--- src/rtl/uart_tx_arbiter.sv ---
// Round-robin sequencer sharing one UART transmitter among NUM_REQ byte-stream
// requesters, holding the grant across a packet and aborting stuck owners.
module uart_tx_arbiter #(
    parameter int NUM_REQ        = 4,
    parameter int TIMEOUT_CYCLES = 200000,
    parameter int TMR_W          = 18
) (
    input  logic                   PCLK,
    input  logic                   PRESETn,
    input  logic [NUM_REQ-1:0]     req_valid,
    input  logic [8*NUM_REQ-1:0]   req_data,
    input  logic [NUM_REQ-1:0]     req_last,
    output logic [NUM_REQ-1:0]     req_ready,
    output logic [NUM_REQ-1:0]     grant,
    output logic                   tx_en,
    output logic [7:0]             tx_data,
    input  logic                   tx_busy,
    input  logic                   tx_done,
    output logic                   timeout_err,
    output logic [2:0]             err_src
);

    localparam logic [1:0] S_IDLE      = 2'd0;
    localparam logic [1:0] S_WAIT_DONE = 2'd1;
    localparam logic [1:0] S_LOCK      = 2'd2;

    logic [1:0]         r_state;
    logic [2:0]         r_ptr;
    logic [2:0]         r_owner;
    logic               r_last;
    logic [TMR_W-1:0]   r_timer;
    logic [NUM_REQ-1:0] r_grant;
    logic               r_tx_en;
    logic [7:0]         r_tx_data;
    logic               r_timeout_err;
    logic [2:0]         r_err_src;

    logic [7:0]         w_valid8;
    logic [7:0]         w_last8;
    logic [7:0]         w_byte [8];
    logic               w_found;
    logic [2:0]         w_win;
    logic [3:0]         w_idx;
    logic [2:0]         w_sel;
    logic               w_sel_ok;
    logic               w_offer;
    logic               w_xfer;
    logic [NUM_REQ-1:0] w_onehot;
    logic               w_expire;
    logic [2:0]         w_next_ptr;

    // Pad requester vectors to 8 entries so a 3-bit index always selects exactly.
    always_comb begin
        w_valid8 = 8'(req_valid);
        w_last8  = 8'(req_last);
        for (int unsigned i = 0; i < 8; i++) begin
            w_byte[i] = '0;
        end
        for (int unsigned i = 0; i < NUM_REQ; i++) begin
            w_byte[i] = req_data[8*i +: 8];
        end
    end

    always_comb begin
        w_found = 1'b0;
        w_win   = '0;
        w_idx   = '0;
        for (int unsigned k = 0; k < NUM_REQ; k++) begin
            w_idx = {1'b0, r_ptr} + 4'(k);
            if (w_idx >= 4'(NUM_REQ)) begin
                w_idx = w_idx - 4'(NUM_REQ);
            end
            if (!w_found && w_valid8[w_idx[2:0]]) begin
                w_found = 1'b1;
                w_win   = w_idx[2:0];
            end
        end
    end

    always_comb begin
        w_sel    = r_owner;
        w_sel_ok = 1'b0;
        case (r_state)
            S_IDLE: begin
                w_sel    = w_win;
                w_sel_ok = w_found;
            end
            S_LOCK: begin
                w_sel    = r_owner;
                w_sel_ok = 1'b1;
            end
            default: ;
        endcase
        w_onehot = '0;
        for (int unsigned i = 0; i < NUM_REQ; i++) begin
            w_onehot[i] = (w_sel == 3'(i));
        end
        w_offer   = PRESETn && w_sel_ok && !tx_busy;
        req_ready = w_offer ? w_onehot : '0;
        w_xfer    = w_offer && w_valid8[w_sel];
    end

    assign w_expire   = (r_timer == TMR_W'(TIMEOUT_CYCLES - 1));
    assign w_next_ptr = (r_owner == 3'(NUM_REQ - 1)) ? 3'd0 : r_owner + 3'd1;

    always_ff @(posedge PCLK or negedge PRESETn) begin
        if (!PRESETn) begin
            r_state       <= S_IDLE;
            r_ptr         <= '0;
            r_owner       <= '0;
            r_last        <= 1'b0;
            r_timer       <= '0;
            r_grant       <= '0;
            r_tx_en       <= 1'b0;
            r_tx_data     <= '0;
            r_timeout_err <= 1'b0;
            r_err_src     <= '0;
        end else begin
            r_tx_en       <= 1'b0;
            r_timeout_err <= 1'b0;
            // A transfer can only occur in IDLE or LOCK, and it outranks expiry in LOCK.
            if (w_xfer) begin
                r_grant   <= w_onehot;
                r_owner   <= w_sel;
                r_tx_data <= w_byte[w_sel];
                r_last    <= w_last8[w_sel];
                r_tx_en   <= 1'b1;
                r_timer   <= '0;
                r_state   <= S_WAIT_DONE;
            end else begin
                case (r_state)
                    S_WAIT_DONE: begin
                        if (tx_done) begin
                            r_timer <= '0;
                            if (r_last) begin
                                r_grant <= '0;
                                r_ptr   <= w_next_ptr;
                                r_state <= S_IDLE;
                            end else begin
                                r_state <= S_LOCK;
                            end
                        end else if (w_expire) begin
                            r_timeout_err <= 1'b1;
                            r_err_src     <= r_owner;
                            r_grant       <= '0;
                            r_ptr         <= w_next_ptr;
                            r_timer       <= '0;
                            r_state       <= S_IDLE;
                        end else begin
                            r_timer <= r_timer + TMR_W'(1);
                        end
                    end
                    S_LOCK: begin
                        if (w_expire) begin
                            r_timeout_err <= 1'b1;
                            r_err_src     <= r_owner;
                            r_grant       <= '0;
                            r_ptr         <= w_next_ptr;
                            r_timer       <= '0;
                            r_state       <= S_IDLE;
                        end else begin
                            r_timer <= r_timer + TMR_W'(1);
                        end
                    end
                    S_IDLE: ;
                    default: r_state <= S_IDLE;
                endcase
            end
        end
    end

    assign grant       = r_grant;
    assign tx_en       = r_tx_en;
    assign tx_data     = r_tx_data;
    assign timeout_err = r_timeout_err;
    assign err_src     = r_err_src;

endmodule

--- config.mk ---
export PLATFORM = sky130hd
export DESIGN_NAME = uart_tx_arbiter
export DESIGN_NICKNAME = d
export VERILOG_FILES = /design/src/rtl/uart_tx_arbiter.sv
export SDC_FILE = /design/constraint.sdc
export NUM_CORES = 1
export LEC_CHECK = 0
export CAP_MARGIN = 15
export CORE_ASPECT_RATIO = 1.1
export CORE_MARGIN = 2
export CORE_UTILIZATION = 55
export CTS_CLUSTER_DIAMETER = 30
export DETAILED_ROUTE_END_ITERATION = 6
export PLACE_DENSITY = 0.93
export RECOVER_POWER = 25
export SETUP_SLACK_MARGIN = 0.2
export SYNTH_ARGS = -nofsm -noshare
export SYNTH_HDL_FRONTEND = slang
export SYNTH_SLANG_ARGS = --single-unit
--- constraint.sdc ---
create_clock -name PCLK -period 5.5 [get_ports PCLK]
set_input_delay 1.1 -clock PCLK [delete_from_list [all_inputs] [get_ports PCLK]]
set_output_delay 1.1 -clock PCLK [all_outputs]
set_load 0.05 [all_outputs]
* Word level (Yosys, flattened, before mapping)
Cells that the tools add are included. Widths: inputs -> output; s select.
Operators by class: reduce and logical (&&, ||, !) cells 17, bitwise logic cells 2, magnitude comparators 10, equal/unequal tests 11, add/subtract/negate cells 9, muxes and demuxes 57
Operators with widths (count):
- $mux 18 | 3
- $mux 3 | 15
- $pmux 18 s2 | 1
- $bmux 8 s3 | 1
- $lt 3x4->1 const B | 5
- $mux 4 | 5
- $add 18x1->18 const B | 1
- $bmux 1 s3 | 6
- $eq 18x18->1 const B | 1
- $mux 8 | 2
- $mux 1 | 14
- $ge 4x3->1 const B | 3
- $pmux 3 s2 | 2
- $sub 3x3->3 const B | 4
- $eq 3x2->1 const B | 3
- $add 3x2->4 const B | 2
- $mux 2 | 4
- $pmux 4 s2 | 1
- $logic_and 1x1->1 | 6
- $pmux 2 s3 | 1
- $reduce_and 3->1 | 2
- $add 3x1->4 const B | 1
- $ge 4x4->1 const B | 1
- $logic_not 1->1 | 4
- 16 further kinds | 18
Word-level totals: input bits 44, output and inout port bits 21, register bits after elaboration 44, word-level logic and storage cells 116

* Longest topological paths before layout
depth in word-level cells 20, depth in mapped cells 15, mapped depth without buffers 10

* Worst setup path before layout
OpenSTA, ideal clock, no wires.
path type reg2out, start point register r_ptr[1], end point output req_ready[2], data required time 4.400 ns, path buffers 2, arrival 3.598 ns, stages on the path, launching flop included 10, slack 0.802 ns, cell sequence dfrtp_1 -> clkbuf_1 -> inv_1 -> ha_1 -> buf_2 -> mux4_2 -> a21o_1 -> a2111o_1 -> a31o_2 -> nor3_1
On the way: longest elaborated chain between the ends 18, elaborated cells on any way between the ends 43, classes of those cells 7 x add/sub; 4 x order compare; 1 x eq/ne; 23 x mux; 8 x reduce/logical
Ends and longest elaborated chain:
- start: declaration | line 28 | logic [2:0] r_ptr;
- start signal: assignment | line 137 | r_ptr <= w_next_ptr;
- start signal: assignment | line 146 | r_ptr <= w_next_ptr;
- start signal: assignment | line 158 | r_ptr <= w_next_ptr;
- branches (longest 17 deep; another with $add 3x1->4)
- $mux 4 (*) | line 99 | req_ready = w_offer ? w_onehot : '0;
- end: declaration | line 13 | output logic [NUM_REQ-1:0] req_ready,
Mark *: on every way between the ends. The select of a mux whose other input is x is not followed.

* Worst setup path after layout
start point input req_valid[3], end point output req_ready[0]
On the way: longest elaborated chain between the ends 16, elaborated cells on any way between the ends 28, classes of those cells 19 x mux; 9 x reduce/logical
Ends and longest elaborated chain:
- start: declaration | line 10 | input logic [NUM_REQ-1:0] req_valid,
- $bmux 1 s3 | line 73 | if (!w_found && w_valid8[w_idx[2:0]]) begin
- $mux 1 (implied by the code) | line 73
- $mux 1 | line 73
- $logic_not 1->1 | line 73
- $logic_and 1x1->1 | line 73
- $mux 1 | line 73
- $logic_not 1->1 | line 73
- $logic_and 1x1->1 | line 73
- $mux 1 | line 73
- $logic_not 1->1 | line 73
- $logic_and 1x1->1 | line 73
- $mux 1 | line 73
- $pmux 1 s2 | line 83 | case (r_state)
- $logic_and 1x1->1 (2 in series) | line 98 | w_offer = PRESETn && w_sel_ok && !tx_busy;
- $mux 4 (*) | line 99
Every way passes the cells marked *; elsewhere a longest branch is shown, timed or not. The select of a mux whose other input is x is not followed.

==> impl_metrics.csv <==
group,metric,value,unit
run_status,outcome,"complete, but fails checks",
run_status,violations,"capacitance limit, slew limit",
worst_setup_path,crit_slowest_cell,"clkdlybuf4s50_1",
timing,tightestPinTransition,2.335,ns
cts,ctsHoldBuffers,0,
die,ios,65,
cells_and_area,finalInstanceArea,3601,sq um
worst_setup_path,cp-start-kind,"input pin",
place,place_inst,392,
logic_synthesis,ys_ff_latch,44,
cells_and_area,fin_util,72.02,%
pwr,power.total,1.929,mW
min_path,hold_class,"flop to flop",
logic_synthesis,yosysWarnings,0,
logic_synthesis,synthesis.nets,329,
worst_setup_path,crit_arrival,3.78,ns
cells_and_area,layout.cells.non_filler,400,
timing,rsz0062_at_grt,"no",
logic_synthesis,async_flop_share,100.0,%
logic_synthesis,post-synth-top-area-cell,"dfrtp_1",
timing,tns,0,ns
logic_synthesis,synth_cell_types,56,
timing,slew_viol_final,45,
timing,layout_worst_path_cycle_share,88.66,%
worst_setup_path,required,4.40,ns
routing,avgViaCountPerCell,5.893,
grt,grt_max_degree,45,
logic_synthesis,synth_area_leaders,"dfrtp_1 (39%), mux2i_1 (13%), nor2_1 (4.4%)",
grt,grt_pass1_wl,11540,um
logic_synthesis,syn-cell-area,2839,sq um
die,die-area,5753,sq um
timing,finalCriticalPeriod,4.876,ns
grt,grt_antenna_before_repair,0,
cts,clkTransAtPathRegs,0.08,ns
timing,setup_viol_count_final,0,
routing,via_count,2357,
logic_synthesis,synthFlopType,"dfrtp_1",
pwr,leakage,1.582,nW
cts,cts_max_path_buffers,2,
logic_synthesis,avgSynthCellArea,10.21,sq um
logic_synthesis,synth_edf_count,0,
grt,grt_pass1_vias,2359,
place,gp_congestion,0.8618,
pwr,p_per_area,535.8,nW/um^2
cts,cts_tree,"yes",
worst_setup_path,critPathMostFrequentCell,"clkdlybuf4s50_1",
timing,skew,0.006272,ns
logic_synthesis,seq_area_frac_synth,38.78,%
worst_setup_path,worst-path-max-fanout,9,
cts,cts.sinks,44,
routing,first_pass_iters,4,
cts,cts_root_buf,"clkbuf_8",
die,rows,27,
cells_and_area,synthToLayoutAreaGrowth,26.84,%
pwr,ir_worst_vdd,0.0003406,V
worst_setup_path,timing_worst_setup_path_type,"input pin to output port",
place,pre_cts_ws,0.6489,ns
die,coreArea,5000,sq um
logic_synthesis,yosysTopAreaCellShare,38.78,%
grt,grt_overflow,0,
die,start_util,56.78,%
cells_and_area,nFillCells,367,
routing,drt_iter0_drc,146,
cts,ctsResizeCount,0,
die,die_x,72.50,um
cts,htree_levels,2,
cts,insertion_delay,0.30,ns
cts,cts_buffers,5,
place,port_buffers,64,
worst_setup_path,end_kind,"output port",
cells_and_area,diodes,0,
die,die_y,79.35,um
worst_setup_path,path_cells,"clkdlybuf4s50_1 -> mux4_2 -> a21o_1 -> o41a_1 -> o21ai_1 -> nor3_1 -> clkdlybuf4s50_1",
worst_setup_path,cpPeakStageDelay,0.71,ns
cells_and_area,final_nets,392,
place,dp_hpwl,5202,um
routing,wirelength,6978,um
cells_and_area,drive_gt1_share,8.187,%
place,place_area,3512,sq um
timing,holdWs,0.5001,ns
routing,routedWlPerCell,17.45,um
flow_run,cap_violations,1,
timing,slew_headroom,-55.70,%
grt,grt_usage,26.01,%
routing,drc,0,
timing,hold_viol,0,
logic_synthesis,syn-instance-count,278,
timing,fmax,0.2051,GHz
cts,post-cts-setup-buffer-count,0,
routing,ant_nets,0,
timing,worst_slack,0.6235,ns
==> flip-flops by register name, indices dropped and copies added, names as in the netlist <==
register	flops
tx_data	8
r_timer	18
r_state	2
timeout_err	1
r_ptr	3
tx_en	1
r_last	1
r_owner	3
grant	4
err_src	3
==> cells by family (layout without fill, tap and decap cells) <==
| kind of cell | after synthesis | in the layout | synth area share (%) |
|---|---|---|---|
| and+or+nand+nor | 96 | 96 | 16.57 |
| muxes | 56 | 56 | 21.86 |
| DFF | 44 | 44 | 38.78 |
| AOI/OAI and AO/OA | 37 | 37 | 11.19 |
| buffers and inverters | 22 | 86 | 3.570 |
| xor gates and xnor gates | 16 | 16 | 4.936 |
| adders and majority gates | 7 | 7 | 3.085 |
==> synth_stat cells (7+ instances only) <==
master and n:
dfrtp_1 44, ha_1 7, inv_1 8, mux2_1 10, mux2i_1 38, nand2_1 17, nand2b_1 7, nor2_1 33
nor3_1 9, xnor2_1 7, xor2_1 9
==> critical path: cells and delay by family <==
kind	cells	cell delay (ns)
compound gates	3	0.72
mux	1	0.58
simple gates	1	0.06
buf+inv	2	1.31
==> cells in the final DEF (no fill, tap or decap), types with 3 or more instances in the layout <==
master,instances
clkdlybuf4s50_1,60
dfrtp_1,44
mux2i_1,38
nor2_1,33
nand2_1,17
mux2_1,10
nor3_1,9
xor2_1,9
inv_1,8
nand2b_1,7
xnor2_1,7
ha_1,7
buf_4,7
nand3_1,6
nand4_1,6
clkbuf_8,6
nor2b_1,5
mux2_4,4
o21ai_0,4
and2_1,3
o2111ai_1,3
a21oi_1,3
clkbuf_1,3
==> metal layers <==
metal  routed length, um  track usage (%)  vias to the layer above
met2                3792            45.23                       61
met5                   0                0                        -
met4                 113            8.333                        0
met3                 231            4.695                        9
li1                    -                -                     1127
met1                2841            32.56                     1160
==> power by group <==
group | switching [mW] | total (mW) | internal, mW
Combinational | 0.720 | 1.24 | 0.522
Clock | 0.112 | 0.214 | 0.102
Sequential | 0.0761 | 0.472 | 0.396
==> layout make-up <==
class / instances / area (sq um) / area share, %
clock inverters: 1 / 7.507 / 0.2085
clock buffers: 7 / 86.33 / 2.398
repair buffers: 69 / 660.6 / 18.35
inverters: 9 / 36.28 / 1.008
flip-flops and latches: 44 / 1101 / 30.58
well taps: 58 / 72.57 / 2.015
multi-input cells: 212 / 1637 / 45.45
==> path summary, 6_finish.rpt <==
check | cells past startpoint | endpoint | slack [ns] | startpoint
max reg2reg | 11 | r_last$_DFFE_PN0N_ | 1.20 | r_ptr[0]$_DFFE_PN0P_
min in group asynchronous | 2 | r_timer[4]$_DFFE_PN0P_ | 1.71 | PRESETn
max | 7 | req_ready[0] | 0.62 | req_valid[3]
min | 1 | tx_data[1]$_DFFE_PN0N_ | 0.50 | tx_data[1]$_DFFE_PN0N_
min reg2reg | 1 | tx_data[1]$_DFFE_PN0N_ | 0.50 | tx_data[1]$_DFFE_PN0N_
max in group asynchronous | 2 | r_owner[1]$_DFFE_PN0N_ | 2.46 | PRESETn
Power figures use the tool's default switching activity.
